$ cat src/rtl/alu_pkg.sv
//==============================================================================
// Module   : alu_pkg
// Purpose  : Opcode, flag-index and multiply-state definitions shared by the ALU pipeline.
// Revision : 1.0 - initial release
//==============================================================================
`default_nettype none

package alu_pkg;

  typedef enum logic [3:0] {
    OP_ADD = 4'd0,
    OP_SUB = 4'd1,
    OP_AND = 4'd2,
    OP_OR  = 4'd3,
    OP_NOT = 4'd4,
    OP_XOR = 4'd5,
    OP_SHL = 4'd6,
    OP_SHR = 4'd7,
    OP_MUL = 4'd8
  } op_e;

  // Bit positions inside the {ovf, neg, zero, carry} flag vector
  localparam int FLG_C = 0;
  localparam int FLG_Z = 1;
  localparam int FLG_N = 2;
  localparam int FLG_V = 3;

  typedef enum logic [1:0] {
    IDLE = 2'd0,
    MUL  = 2'd1,
    DONE = 2'd2
  } mul_state_e;

endpackage

`default_nettype wire

$ cat src/rtl/alu_core.sv
//==============================================================================
// Module   : alu_core
// Purpose  : Combinational single-cycle ALU datapath (a, b, op) -> (result, flags, err).
// Revision : 1.0 - initial release
//==============================================================================
`default_nettype none

module alu_core
  import alu_pkg::*;
#(
  parameter int WIDTH = 8
) (
  input  logic [WIDTH-1:0] a,
  input  logic [WIDTH-1:0] b,
  input  logic [3:0]       op,
  output logic [WIDTH-1:0] result,
  output logic [3:0]       flags,
  output logic             err
);

  localparam int SHW = $clog2(WIDTH);

  logic [WIDTH:0]   w_sum;
  logic [WIDTH-1:0] w_diff;

  assign w_sum  = {1'b0, a} + {1'b0, b};
  assign w_diff = a - b;

  always_comb begin
    result = '0;
    flags  = '0;
    err    = 1'b0;
    case (op)
      OP_ADD: begin
        result       = w_sum[WIDTH-1:0];
        flags[FLG_C] = w_sum[WIDTH];
        flags[FLG_V] = (a[WIDTH-1] == b[WIDTH-1]) && (w_sum[WIDTH-1] != a[WIDTH-1]);
      end
      OP_SUB: begin
        result       = w_diff;
        flags[FLG_C] = (a < b);
        flags[FLG_V] = (a[WIDTH-1] != b[WIDTH-1]) && (w_diff[WIDTH-1] != a[WIDTH-1]);
      end
      OP_AND: result = a & b;
      OP_OR:  result = a | b;
      OP_NOT: result = ~a;
      OP_XOR: result = a ^ b;
      OP_SHL: result = a << b[SHW-1:0];
      OP_SHR: result = a >> b[SHW-1:0];
      // Multiply is not single-cycle; the pipeline substitutes its own product when enabled
      default: err = 1'b1;
    endcase
    if (!err) begin
      flags[FLG_Z] = (result == '0);
      flags[FLG_N] = result[WIDTH-1];
    end
  end

endmodule

`default_nettype wire

$ cat src/rtl/alu_pipe.sv
//==============================================================================
// Module   : alu_pipe
// Purpose  : Two-stage valid/ready ALU pipeline; optional shift-add multiply when ALU_MUL_EN is defined.
// Revision : 1.0 - initial release
//==============================================================================
`default_nettype none

module alu_pipe
  import alu_pkg::*;
#(
  parameter int WIDTH = 8
) (
  input  logic             clk,
  input  logic             rst,
  input  logic             in_valid,
  output logic             in_ready,
  input  logic [WIDTH-1:0] a,
  input  logic [WIDTH-1:0] b,
  input  logic [3:0]       op,
  output logic             out_valid,
  input  logic             out_ready,
  output logic [WIDTH-1:0] result,
  output logic [3:0]       flags,
  output logic             err
);

  localparam int SHW = $clog2(WIDTH);

  logic             r_s1_full;
  logic [WIDTH-1:0] r_s1_a;
  logic [WIDTH-1:0] r_s1_b;
  logic [3:0]       r_s1_op;

  logic             r_s2_full;
  logic [WIDTH-1:0] r_result;
  logic [3:0]       r_flags;
  logic             r_err;

  logic [WIDTH-1:0] w_core_result;
  logic [3:0]       w_core_flags;
  logic             w_core_err;

  logic [WIDTH-1:0] w_s1_result;
  logic [3:0]       w_s1_flags;
  logic             w_s1_err;

  logic w_s1_done;
  logic w_s2_free;
  logic w_s1_adv;
  logic w_in_fire;

  assign w_s2_free = !r_s2_full || out_ready;
  assign w_s1_adv  = r_s1_full && w_s1_done && w_s2_free;
  assign in_ready  = !r_s1_full || w_s1_adv;
  assign w_in_fire = in_valid && in_ready;

  assign out_valid = r_s2_full;
  assign result    = r_result;
  assign flags     = r_flags;
  assign err       = r_err;

  alu_core #(
    .WIDTH (WIDTH)
  ) u_core (
    .a      (r_s1_a),
    .b      (r_s1_b),
    .op     (r_s1_op),
    .result (w_core_result),
    .flags  (w_core_flags),
    .err    (w_core_err)
  );

`ifdef ALU_MUL_EN
  mul_state_e         r_mstate;
  logic [SHW-1:0]     r_cnt;
  logic [2*WIDTH-1:0] r_acc;
  logic [2*WIDTH-1:0] r_mcand;
  logic [WIDTH-1:0]   r_mplier;
  logic               w_in_mul;

  assign w_in_mul = w_in_fire && (op == OP_MUL);

  // A multiply starts the same edge it is captured into S1, so it never sits in IDLE
  always_ff @(posedge clk or negedge rst) begin
    if (!rst) begin
      r_mstate <= IDLE;
      r_cnt    <= '0;
      r_acc    <= '0;
      r_mcand  <= '0;
      r_mplier <= '0;
    end else begin
      case (r_mstate)
        MUL: begin
          if (r_mplier[0]) begin
            r_acc <= r_acc + r_mcand;
          end
          r_mcand  <= r_mcand << 1;
          r_mplier <= r_mplier >> 1;
          r_cnt    <= r_cnt + 1'b1;
          if (r_cnt == SHW'(WIDTH - 1)) begin
            r_mstate <= DONE;
          end
        end
        DONE: begin
          if (w_s1_adv) begin
            r_mstate <= IDLE;
          end
        end
        default: ;
      endcase
      if (w_in_mul) begin
        r_mstate <= MUL;
        r_cnt    <= '0;
        r_acc    <= '0;
        r_mcand  <= {{WIDTH{1'b0}}, a};
        r_mplier <= b;
      end
    end
  end

  assign w_s1_done = (r_s1_op != OP_MUL) || (r_mstate == DONE);

  always_comb begin
    w_s1_result = w_core_result;
    w_s1_flags  = w_core_flags;
    w_s1_err    = w_core_err;
    if (r_s1_op == OP_MUL) begin
      w_s1_result        = r_acc[WIDTH-1:0];
      w_s1_flags         = '0;
      w_s1_flags[FLG_C]  = |r_acc[2*WIDTH-1:WIDTH];
      w_s1_flags[FLG_Z]  = (r_acc[WIDTH-1:0] == '0);
      w_s1_flags[FLG_N]  = r_acc[WIDTH-1];
      w_s1_err           = 1'b0;
    end
  end
`else
  assign w_s1_done   = 1'b1;
  assign w_s1_result = w_core_result;
  assign w_s1_flags  = w_core_flags;
  assign w_s1_err    = w_core_err;
`endif

  always_ff @(posedge clk or negedge rst) begin
    if (!rst) begin
      r_s1_full <= 1'b0;
      r_s1_a    <= '0;
      r_s1_b    <= '0;
      r_s1_op   <= '0;
    end else if (w_in_fire) begin
      r_s1_full <= 1'b1;
      r_s1_a    <= a;
      r_s1_b    <= b;
      r_s1_op   <= op;
    end else if (w_s1_adv) begin
      r_s1_full <= 1'b0;
    end
  end

  // S2 data is only rewritten on a load, so a held result stays stable under backpressure
  always_ff @(posedge clk or negedge rst) begin
    if (!rst) begin
      r_s2_full <= 1'b0;
      r_result  <= '0;
      r_flags   <= '0;
      r_err     <= 1'b0;
    end else if (w_s1_adv) begin
      r_s2_full <= 1'b1;
      r_result  <= w_s1_result;
      r_flags   <= w_s1_flags;
      r_err     <= w_s1_err;
    end else if (out_ready) begin
      r_s2_full <= 1'b0;
    end
  end

endmodule

`default_nettype wire

$ cat config.mk
export PLATFORM = sky130hd
export DESIGN_NAME = alu_pipe
export DESIGN_NICKNAME = d
export VERILOG_FILES = /design/src/rtl/alu_pkg.sv /design/src/rtl/alu_core.sv /design/src/rtl/alu_pipe.sv
export SDC_FILE = /design/constraint.sdc
export NUM_CORES = 1
export LEC_CHECK = 0
export ABC_AREA = 1
export CORE_MARGIN = 2
export CORE_UTILIZATION = 60
export DETAILED_ROUTE_END_ITERATION = 8
export GPL_ROUTABILITY_DRIVEN = 0
export PLACE_DENSITY = 0.85
export SLEW_MARGIN = 10
export SYNTH_ARGS = -nofsm -noshare
export SYNTH_HDL_FRONTEND = slang
export SYNTH_SLANG_ARGS = --single-unit
$ cat constraint.sdc
create_clock -name clk -period 4.1 [get_ports clk]
set_input_delay 0.82 -clock clk [delete_from_list [all_inputs] [get_ports clk]]
set_output_delay 0.82 -clock clk [all_outputs]
set_load 0.05 [all_outputs]
# Yosys cells after proc, flatten, opt, wreduce, memory -nomap -nowiden
# Index checks and enable logic that the tools add are counted.
totals:
  word_cells: 50
  reg_bits: 35
  input_bits: 24
  out_inout_bits: 15
classes:
  shift: 2
  addsub: 2
  n_reduce_logical: 13
  n_bitwise: 4
  n_lt_le_gt_ge: 1
  mux: 9
  n_eq_ne: 11
op_table:
  columns: ["op", "count"]
  rows:
  - ["$pmux 8 s8", 1]
  - ["$eq 4x3->1 const B", 4]
  - ["$add 8x8->9", 1]
  - ["$and 8x8->8", 1]
  - ["$eq 4x2->1 const B", 2]
  - ["$logic_not 8->1", 1]
  - ["$lt 8x8->1", 1]
  - ["$not 8->8", 1]
  - ["$or 8x8->8", 1]
  - ["$reduce_or 8->1", 1]
  - ["$shl 8x3->8", 1]
  - ["$shr 8x3->8", 1]
  - ["$sub 8x8->8", 1]
  - ["$xor 8x8->8", 1]
  - ["$mux 1", 5]
  - ["$eq 4x1->1 const B", 1]
  - ["$logic_and 1x1->1", 4]
  - ["$logic_not 4->1", 1]
  - ["$pmux 1 s2", 2]
  - ["$reduce_bool 2->1", 2]
  - ["$ne 1x1->1", 3]
  - ["$logic_not 1->1", 2]
  - ["$logic_or 1x1->1", 2]
  - ["$mux 2", 1]
  - ["$eq 1x1->1", 1]

# Depth between registers and ports, before layout
logic_depth:
  depth_word: 6
  mapped_depth: 16
  mapped_depth_nobuf: 15

# By module
# A second synthesis with hierarchy kept.
unflattened:
  cells_unflattened: 524
  hier_area_um2: 3208.1
modules_own_cells:
  columns: ["mod", "area_each_um2", "cells_per_inst", "n_inst", "seq_area_each_um2"]
  rows:
  - ["alu_core", 1836.8, 374, 1, 0.0]
  - ["alu_pipe", 1371.3, 150, 1, 875.8]

# Worst setup path before layout
# OpenSTA, ideal clock, no wires.
synth_timing:
  kind: "input to register"
  start: "input port out_ready"
  end: "register r_s1_a[7]"
  slack_ns: 1.994
  path_buffers: 1
  arrival_ns: 2.029
  path_stages: 6
  required_ns: 4.022
  setup_time_ns: 0.078
  cell_sequence: "inv_1 nand3_1 nand2_1 buf_1 nor2_1 a21oi_1"
synth_via:
  elab_chain_len: 4
synth_rtl:
  columns: ["item", "line", "rtl"]
  rows:
  - ["start, declared", "alu_pipe.sv:21", "input logic out_ready,"]
  - ["$logic_or 1x1->1", "alu_pipe.sv:52", "assign w_s2_free = !r_s2_full || out_ready;"]
  - ["$logic_and 1x1->1", "alu_pipe.sv:53", "assign w_s1_adv = r_s1_full && w_s1_done && w_s2_free;"]
  - ["$logic_or 1x1->1", "alu_pipe.sv:54", "assign in_ready = !r_s1_full || w_s1_adv;"]
  - ["net in_ready", "alu_pipe.sv:16", "output logic in_ready,"]
  - ["$logic_and 1x1->1", "alu_pipe.sv:55", "assign w_in_fire = in_valid && in_ready;"]
  - ["end signal, assigned", "alu_pipe.sv:146", "r_s1_a <= '0;"]
  - ["end signal, assigned", "alu_pipe.sv:151", "r_s1_a <= a;"]
  - ["end, declared", "alu_pipe.sv:30", "logic [WIDTH-1:0] r_s1_a;"]
# The timed path passes the listed nets, and every way through them passes these cells.
# A chain may end at the register's enable or synchronous reset.

# Worst setup path after layout
layout_timing:
  start: "input port out_ready"
  end: "output port in_ready"
layout_via:
  elab_chain_len: 3
layout_rtl:
  columns: ["item", "line"]
  rows:
  - ["$logic_or 1x1->1", "alu_pipe.sv:52"]
  - ["$logic_and 1x1->1", "alu_pipe.sv:53"]
  - ["$logic_or 1x1->1", "alu_pipe.sv:54"]
  - ["end, declared", "alu_pipe.sv:16"]
# No other way between the ends.

==> results_dict.tcl <==
set metrics [dict create \
    status "finished clean" \
    required_ns 3.28 \
    max_freq_ghz 0.327 \
    hold_viol 0 \
    crit_fanout 3 \
    vias 3310 \
    grt_setup_unrepaired "false" \
    worst_slew_pin_slew_ns 0.710 \
    cellPowerDensity_nw_per_um2 460 \
    area_growth_pct 15.3 \
    initial_utilization_pct 61.8 \
    final_nets 577 \
    syn-num-nets 545 \
    worstHoldStart "result[6]$_DFFE_PN0P_" \
    whs_ns 0.484 \
    grt_usage_pct 31.6 \
    startpoint "out_ready" \
    drc 0 \
    final_max_slew_viol_count 0 \
    cap_violations 0 \
    synth-seq-area-share_pct 27.0 \
    layout-drive-gt1-share_pct 6.83 \
    drt-total-wl_microns 8700 \
    antenna_left 0 \
    dr.pass1.iters 6 \
    leakage_nw 1.94 \
    cts.sinks 34 \
    dp_hpwl_microns 6440 \
    ios 39 \
    fin_crit_ns 3.05 \
    cts_tree "built" \
    setup-violations-final 0 \
    grt_pass1_vias 3202 \
    die_h_microns 76.5 \
    r2r_start "r_s1_b[1]$_DFFE_PN0P_" \
    htree_levels 2 \
    arrival_ns 2.23 \
    drt_iter0_drc 305 \
    grt_antenna_before_repair 0 \
    end_kind "output port" \
    core_area_sq_um 5110 \
    rows 26 \
    synthCells 494 \
    clockBufferDepth 2 \
    port_buffers 38 \
    setup_tns_ns 0 \
    numCtsBuffers 5 \
    ys_ff_latch 34 \
    fin_crit_sh_pct 74.5 \
    path_clk_slew_ns 0.07 \
    fin_worst_skew_ns 0.0115 \
    grt_pass1_wl_microns 14800 \
    vdd_ir_drop_max_mv 0.334 \
    post-place-ws_ns 1.06 \
    start_kind "input pin" \
    syn-cell-area_sq_um 3160 \
    die-area_sq_um 5860 \
    antennaDiodeCount 0 \
    ctsResizeCount 0 \
    relSlewSlack_pct 52.6 \
    cts_hold_buffers 0 \
    vias_per_cell 5.54 \
    grt-ovfl-total 0 \
    synth.avg_cell_area_sq_um 6.39 \
    holdCritPathClass "reg2reg" \
    worst_slack_ns 1.05 \
    grt_max_degree 35 \
    die-width_microns 76.5 \
    post_drt_wl_per_cell_microns 14.6 \
    crit_type "in2out" \
    cts_setup_buffers 0 \
    yosysWarnings 0 \
    utilization_pct 71.2 \
    clock_latency_ns 0.30 \
    synth.distinct_cells 36 \
    cts-root-buf "clkbuf_8" \
]
[metrics by stage]
| step | total power [mW] | cell area, sq um | instances |
|---|---|---|---|
| 2_1_floorplan | 1.13 | 3160 | 494 |
| 3_3_place_gp | 1.35 | 3540 | 589 |
| 3_5_place_dp | 1.38 | 3540 | 589 |
| 4_1_cts | 1.66 | 3640 | 597 |
| 5_1_grt | 1.79 | 3640 | 597 |
| 6_report | 1.67 | 3640 | 597 |
[power by group]
part / total [mW] / internal, mW / switching, mW
Combinational: 0.906 / 0.294 / 0.611
Clock: 0.280 / 0.135 / 0.144
Sequential: 0.488 / 0.404 / 0.0836
[placed cells by master (no fill, tap or decap), types with 3 or more instances in the layout]
master and n:
nor2_1 61, nor2_4 4, inv_2 6, inv_1 46, nand4_1 4, o21ai_0 12, nand3_1 61, a21oi_1 32
nor2_2 8, nand2_1 158, o21ai_1 4, clkdlybuf4s50_1 38, clkbuf_8 6, nand2_2 3, ha_1 25, dfrtp_1 34
[critical path: stages]
cell             delay (ns)
clkdlybuf4s50_1        0.45
inv_1                  0.05
nand3_1                0.10
clkdlybuf4s50_1        0.82
[cells in the mapped netlist]
cell | count | share of area, %
nand2_1 | 158 | 19
nand3_1 | 61 | 9.7
nor2_1 | 61 | 7.3
inv_1 | 46 | 5.5
dfrtp_1 | 34 | 27
a21oi_1 | 32 | 5.1
ha_1 | 25 | 9.9
o21ai_0 | 12 | 1.9
nor2_2 | 8 | 1.6
inv_2 | 6 | 0.71
buf_2 | 4 | 0.63
nand4_1 | 4 | 0.79
nor2_4 | 4 | 1.4
o21ai_1 | 4 | 0.63
buf_1 | 3 | 0.36
buf_4 | 3 | 0.71
buf_6 | 3 | 1.1
nand2_2 | 3 | 0.59
a31oi_1 | 2 | 0.40
fa_1 | 2 | 1.3
o211ai_1 | 2 | 0.48
o22ai_1 | 2 | 0.40
xor2_1 | 2 | 0.56
a21o_1 | 1 | 0.24
a21oi_2 | 1 | 0.28
and2_1 | 1 | 0.20
clkbuf_1 | 1 | 0.12
clkbuf_2 | 1 | 0.16
clkinv_1 | 1 | 0.12
inv_4 | 1 | 0.20
nand2_4 | 1 | 0.36
nand3_2 | 1 | 0.32
nand3b_1 | 1 | 0.24
nor2_8 | 1 | 0.63
o21a_1 | 1 | 0.24
o21bai_1 | 1 | 0.24
[layout make-up]
type	instances	area, sq um
clock buffer	6	82.6
clock inverter	2	12.5
fill	454	1470
inverter	54	205
multi-input combinational	391	2000
sequential	34	851
tap	70	87.6
timing repair buffer	40	395
[sequential cells by signal, indices dropped and copies added (netlist names)]
name / flops
r_s1_a: 8
r_s1_b: 8
r_s1_op: 4
r_s1_full: 1
err: 1
flags: 4
out_valid: 1
result: 7
[kinds of logic (layout without fill, tap and decap cells)]
| family | Yosys count | after routing | share of synthesized area, % |
|---|---|---|---|
| compound gates | 58 | 58 | 9.87 |
| simple gates | 304 | 304 | 41.9 |
| buf+inv | 69 | 102 | 9.56 |
| xor+xnor | 2 | 2 | 0.555 |
| fa+ha+maj | 27 | 27 | 11.2 |
| flops | 34 | 34 | 27.0 |
[metal layers]
layer	global-route usage (%)	share of wire, %	routed length, microns	vias up
met5	0	0	0	-
met4	16.9	4.3	373	0
met3	5.09	7.4	641	40
met2	49.7	47	4070	152
met1	41.9	42	3620	1486
li1	-	-	-	1632
[final timing paths]
check	cells after the start	to	slack, ns
max	4	in_ready	1.05
min	2	result[6]$_DFFE_PN0P_	0.48
max reg2reg	13	flags[1]$_DFFE_PN0P_	1.57
min reg2reg	2	result[6]$_DFFE_PN0P_	0.48
max in group asynchronous	2	r_s1_a[7]$_DFFE_PN0P_	2.85
min in group asynchronous	2	result[0]$_DFFE_PN0P_	0.92
Note: power is estimated with default switching activity, not from simulation.
